`config.mk`:
```
export PLATFORM = sky130hd
export DESIGN_NAME = pipe_stage_reg
export DESIGN_NICKNAME = d
export VERILOG_FILES = /design/src/rtl/pipe_stage_reg.sv
export SDC_FILE = /design/constraint.sdc
export NUM_CORES = 1
export LEC_CHECK = 0
export BUFFER_PORTS_ARGS = -buffer_cell sky130_fd_sc_hd__buf_2
export CAP_MARGIN = 10
export CORE_ASPECT_RATIO = 1.1
export CORE_MARGIN = 3
export CORE_UTILIZATION = 40
export DETAILED_ROUTE_END_ITERATION = 6
export PLACE_DENSITY = 0.66
export SYNTH_ARGS = -nofsm -noshare
export SYNTH_HDL_FRONTEND = slang
export SYNTH_SLANG_ARGS = --single-unit
```
`constraint.sdc`:
```
create_clock -name clk_i -period 1.7 [get_ports clk_i]
set_input_delay 0.255 -clock clk_i [delete_from_list [all_inputs] [get_ports clk_i]]
set_output_delay 0.255 -clock clk_i [all_outputs]
set_load 0.05 [all_outputs]
```
`src/rtl/pipe_stage_reg.sv`:
```
// pipe_stage_reg: inter-stage pipeline register with a valid/ready handshake.
// Carries a control bundle, NUM_DATA data words and a destination register
// address. Supports start gating, flush to a bubble, and downstream stalls.
// With SKID=1 a second entry absorbs the one in-flight instruction that
// arrives while the downstream side stalls, so up_ready_o can be registered
// and no combinational ready path crosses the stage.

module pipe_stage_reg #(
    parameter int CTRL_W   = 4,
    parameter int DATA_W   = 32,
    parameter int NUM_DATA = 2,
    parameter int ADDR_W   = 5,
    parameter int SKID     = 1
) (
    input  logic                         clk_i,
    input  logic                         rst_i,
    input  logic                         start_i,
    input  logic                         flush_i,
    input  logic                         up_valid_i,
    output logic                         up_ready_o,
    input  logic [CTRL_W-1:0]            ctrl_i,
    input  logic [NUM_DATA*DATA_W-1:0]   data_i,
    input  logic [ADDR_W-1:0]            rd_addr_i,
    output logic                         dn_valid_o,
    input  logic                         dn_ready_i,
    output logic [CTRL_W-1:0]            ctrl_o,
    output logic [NUM_DATA*DATA_W-1:0]   data_o,
    output logic [ADDR_W-1:0]            rd_addr_o,
    output logic [1:0]                   occupancy_o
);

    // Occupancy encoding doubles as the occupancy_o value.
    typedef enum logic [1:0] {
        ST_EMPTY = 2'd0,
        ST_ONE   = 2'd1,
        ST_FULL  = 2'd2
    } state_t;

    state_t state_q, state_n;

    // Head entry (drives the outputs) and skid entry (SKID=1 only).
    logic [CTRL_W-1:0]          h_ctrl_q, s_ctrl_q;
    logic [NUM_DATA*DATA_W-1:0] h_data_q, s_data_q;
    logic [ADDR_W-1:0]          h_addr_q, s_addr_q;

    logic up_ready_q;
    logic h_valid;
    logic accept;
    logic drain;
    logic load_h_in;
    logic load_h_skid;
    logic load_s_in;

    assign h_valid = (state_q != ST_EMPTY);

    // Ready: registered from the next state with a skid entry, otherwise
    // combinational so a draining head can be replaced in the same cycle.
    assign up_ready_o = (SKID != 0) ? up_ready_q
                                    : (~h_valid | (dn_ready_i & start_i));

    assign accept = up_valid_i & up_ready_o & start_i & ~flush_i;
    assign drain  = h_valid & dn_ready_i & start_i;

    assign dn_valid_o  = h_valid;
    assign ctrl_o      = h_valid ? h_ctrl_q : '0;
    assign data_o      = h_data_q;
    assign rd_addr_o   = h_addr_q;
    assign occupancy_o = state_q;

    // Next-state and register-load decisions.
    always_comb begin
        // NOTE: every output of this block gets a default first, so no path
        // leaves a variable unassigned and no latch is inferred.
        state_n     = state_q;
        load_h_in   = 1'b0;
        load_h_skid = 1'b0;
        load_s_in   = 1'b0;
        case (state_q)
            ST_EMPTY: begin
                if (accept) begin
                    load_h_in = 1'b1;
                    state_n   = ST_ONE;
                end
            end
            ST_ONE: begin
                if (accept && drain) begin
                    load_h_in = 1'b1;
                end else if (drain) begin
                    state_n = ST_EMPTY;
                end else if (accept && (SKID != 0)) begin
                    load_s_in = 1'b1;
                    state_n   = ST_FULL;
                end
            end
            ST_FULL: begin
                if (drain) begin
                    load_h_skid = 1'b1;
                    state_n     = ST_ONE;
                end
            end
            default: state_n = ST_EMPTY;
        endcase
        // Flush empties the stage; stored fields are left untouched so
        // data_o and rd_addr_o keep their last value behind the valid mask.
        if (flush_i) begin
            state_n     = ST_EMPTY;
            load_h_in   = 1'b0;
            load_h_skid = 1'b0;
            load_s_in   = 1'b0;
        end
    end

    // State, ready and entry storage registers with synchronous reset.
    always_ff @(posedge clk_i) begin
        // NOTE: the payload registers are cleared on reset as well as the
        // state, because data_o and rd_addr_o must read zero after reset.
        if (!rst_i) begin
            state_q    <= ST_EMPTY;
            up_ready_q <= 1'b1;
            h_ctrl_q   <= '0;
            h_data_q   <= '0;
            h_addr_q   <= '0;
            s_ctrl_q   <= '0;
            s_data_q   <= '0;
            s_addr_q   <= '0;
        end else begin
            // NOTE: non-blocking assignments so every register samples the
            // pre-edge values, e.g. H<=S and S<=input can never race.
            state_q    <= state_n;
            up_ready_q <= (state_n != ST_FULL);
            if (load_h_in) begin
                h_ctrl_q <= ctrl_i;
                h_data_q <= data_i;
                h_addr_q <= rd_addr_i;
            end else if (load_h_skid) begin
                h_ctrl_q <= s_ctrl_q;
                h_data_q <= s_data_q;
                h_addr_q <= s_addr_q;
            end
            if (load_s_in) begin
                s_ctrl_q <= ctrl_i;
                s_data_q <= data_i;
                s_addr_q <= rd_addr_i;
            end
        end
    end

endmodule

```
==> results.txt <==
----------------------------------------------------
[Critical path]
  Largest stage delay on the critical path ... 0.47 ns
  Critical Path End Type ... primary output
  Critical path cell sequence ... nor2_4 -> buf_4 -> nor2b_4 -> buf_6
  Number of cells on the worst reg-to-reg path ... 4
  CP Data Arrival Time ... 1.37 ns
  Setup crit start ... occupancy_o[0]
  Largest fanout of any net on the critical path ... 9
  Worst Setup Path Type ... reg -> out
  End of the worst register-to-register path ... data_o[9]
  Master of the slowest instance on the critical path ... sky130_fd_sc_hd__dfxtp_2
  Worst reg2reg path startpoint ... up_ready_o
  Element type at the critical path start ... flop
  Endpoint of the worst setup timing path ... ctrl_o[0]
  Reg2Reg Setup Slack ... 0.15 ns
  Required time at the endpoint of the critical path ... 1.44 ns

[Logic synthesis]
  Total standard cell area after synthesis ... 6710 sq um
  Mean Syn Cell Area ... 8.56 sq um
  Share of the synthesized area in compound gates (AO/OA/AOI/OAI) ... 0.222
  Number of enable-type register cells in the synthesized netlist ... 0
  Seq cells post-synth ... 149
  Post-synthesis mux area share ... 0.111
  Share of the yosys chip area belonging to registers ... 0.444
  Share of synthesized cell area in full adder, half adder and majority cells ... 0
  FFs w/ async S/R, synth ... 0
  Dominant combinational cell family by area after synthesis ... compound AO/OA/AOI/OAI gates
  Post-Synth Simple-Gate Area ... 0.155
  Xor and xnor fraction of the mapped netlist area ... 0
  Net Count, Synth ... 863
  Most used DFF post-synth ... sky130_fd_sc_hd__dfxtp_1
  Count of different cell masters after synthesis ... 25
  Number of warnings printed during yosys synthesis ... 0
  Mapped Cells ... 784

[GRT]
  Met3 track demand over resource in global routing ... 0.0467
  Via count of the first global-routing pass ... 6012
  Tot GR Track Use ... 0.209
  Number of antenna violations at the first check in global routing ... 0
  Maximum number of pins on one net before global-route repair ... 74
  Global routing met2 resource utilization ... 0.318
  Total gr overflow ... 0
  First-pass GRT wire length ... 31300 microns
  Most used routing layer in global routing ... met2
  Met1 capacity usage during global routing ... 0.291

[Floorplanning]
  Die boundary height ... 142 microns
  Die Outline Area ... 18400 sq um
  Total core area ... 16400 sq um
  Initial core utilization ... 0.408
  Total I/O pin count ... 156
  Core Rows ... 49
  DIE WIDTH ... 130 microns

[Route]
  Count of routing violations after the opening detailed-route iteration ... 477
  Routed via count divided by cell count ... 5.77
  Initial DRT Pass Iterations ... 6
  Antenna Nets Post-Route ... 0
  Routed Wire Length ... 19600 microns
  Total via count after detailed routing ... 6437
  Post-route DRC violation count ... 0
  Drt wl/cell ... 17.5 microns

[STA]
  Worst-Margin Slew ... 0.633 ns
  Min setup slack post-route ... 0.0773 ns
  Pins over their slew limit ... 0
  Clock Skew ... 0.0156 ns
  Accumulated negative setup slack ... 0 ns
  Headroom to the max-slew limit ... 0.578
  Number of setup violations in the final report ... 0
  Final Hold Viols ... 0
  Fmax ... 0.616 GHz
  Setup repair after global routing missed its margin ... no
  Final critical-path share of the clock period ... 0.955
  Min cycle time layout ... 1.62 ns

[Clock network]
  Total number of H-tree levels ... 4
  Clock tree root buffer cell ... sky130_fd_sc_hd__clkbuf_16
  Clock edge transition at the registers on the reported setup and hold paths ... 0.06 ns
  Number of buffers on the longest clock path ... 2
  Clock tree from TritonCTS ... built
  Count of hold-fix buffers inserted at cts ... 0
  Number of CTS-inserted buffers ... 17
  Clock Latency Late Sink ... 0.42 ns
  Clock Sinks ... 149

[Layout]
  Share of final-layout standard cells stronger than drive strength 1 ... 0.264
  Ant diodes ... 0
  Highest-count cells in the layout ignoring fill and taps ... sky130_fd_sc_hd__buf_2 (150), sky130_fd_sc_hd__nand2_1 (147), sky130_fd_sc_hd__dfxtp_1 (146), sky130_fd_sc_hd__o21ai_0 (75), sky130_fd_sc_hd__nand3_1 (74)
  Area Overhead vs Synth ... 26.8%
  Number of fillers in the final layout ... 1515
  Most common cell after layout, fill and taps aside ... sky130_fd_sc_hd__buf_2
  Layout net count ... 978

[Worst hold path]
  Min-Delay Path Class ... in -> reg

[Placement]
  Placer's final routability congestion estimate ... 0.756
  Half-perimeter wire length of the detailed placement result ... 11800 microns
  # port buffers ... 155
  Setup slack after placement ... 0.0341 ns

[Power]
  Static Leakage ... 0.00315 uW
  Worst ir drop on vdd ... 0.713 mV
  Power density of the placed cells ... 1010 nW/um^2

[Flow run]
  Total of max-cap violations ... 0

[Status]
  Status ... finished clean

----------------------------------------------------
[state kept, by name, summed over array words and instances, names as in the netlist]
signal       cells
data_o          64
h_ctrl_q         4
occupancy_o      2
rd_addr_o        5
s_addr_q         5
s_ctrl_q         4
s_data_q        64
up_ready_o       1
[area by class of cell]
class	count	area (sq um)	share of cell area
Clock buffer	20	457	0.0537
Clock inverter	12	154	0.0181
Inverter	2	11.3	0.00132
Multi-Input combinational cell	537	3350	0.394
Sequential cell	149	2990	0.351
Tap cell	204	255	0.0300
Timing Repair Buffer	192	1290	0.152
[per-stage QoR]
| stage | total power, uW | cells | instance area, sq um | util | hold WS [ns] |
|---|---|---|---|---|---|
| floorplan | 4400 | 784 | 6760 | - | 0.376 |
| global placement | 4740 | 1079 | 7820 | 0.476 | 0.442 |
| detailed placement | 4750 | 1079 | 7820 | 0.476 | 0.448 |
| CTS | 8610 | 1114 | 8490 | 0.517 | 0.0755 |
| global route | 8840 | 1116 | 8510 | 0.518 | 0.0769 |
| finish | 8560 | 1116 | 8510 | 0.518 | 0.0857 |
[where the power goes]
| part | leakage [uW] | internal, uW | total, uW | switching, uW |
|---|---|---|---|---|
| clock network | 0.000292 | 2380 | 3880 | 1490 |
| registers | 0.00121 | 3590 | 3640 | 54.5 |
| logic | 0.00165 | 310 | 1040 | 727 |
| total | 0.00315 | 6280 | 8560 | 2270 |
[critical path, delay by kind of cell (launching register included)]
kind | cells | cell delay, ns
AND/OR/NAND/NOR | 2 | 0.16
flip-flops | 1 | 0.47
buffers and inverters | 2 | 0.33
[how the worst min path moves through the flow]
stage	to	from	cells past startpoint
final	s_data_q[14]	data_i[14]	3
after global routing	s_data_q[15]	data_i[15]	3
after CTS	s_data_q[9]	data_i[9]	3
after detailed placement	s_data_q[54]	s_data_q[54]	2
after global placement	s_data_q[9]	s_data_q[9]	2
after floorplan	up_ready_o	dn_ready_i	2
[synth_stat cells, types with 2 or more instances]
cell type                  instances  area (sq um)
sky130_fd_sc_hd__dfxtp_1         149          2980
sky130_fd_sc_hd__nand2_1         147           552
sky130_fd_sc_hd__nand3_1          75           375
sky130_fd_sc_hd__o21ai_0          75           375
sky130_fd_sc_hd__clkbuf_1         74           278
sky130_fd_sc_hd__a31oi_1          73           457
sky130_fd_sc_hd__mux2i_1          73           731
sky130_fd_sc_hd__o41ai_1          73           639
sky130_fd_sc_hd__buf_2             7          35.0
sky130_fd_sc_hd__buf_4             7          52.6
sky130_fd_sc_hd__buf_6             7          78.8
sky130_fd_sc_hd__nor2b_1           7          43.8
sky130_fd_sc_hd__and3_1            2          12.5
sky130_fd_sc_hd__inv_1             2          7.51
sky130_fd_sc_hd__nand2b_1          2          12.5
sky130_fd_sc_hd__nor2_1            2          7.51
[layer usage]
metal / up-vias / share of wire / wire, microns
met3: 18 / 0.065 / 1270
met4: 0 / 0.014 / 267
met5: - / 0 / 0
li1: 3118 / - / -
met2: 242 / 0.46 / 8960
met1: 3059 / 0.46 / 9090
[timing repair]
item | in CTS | in global routing
endpoints found under the setup margin | 5 | 7
buffers inserted | 3 | 2
resized for setup | 11 | 1
pin swaps | 1 | 0
hold endpoints to repair | 0 | 0
[logic make-up after synthesis]
logic type | Yosys count
AOI/OAI and AO/OA | 223
buffers and inverters | 98
DFF | 149
muxes | 74
and+or+nand+nor | 240
(Power assumes the default switching activity.)
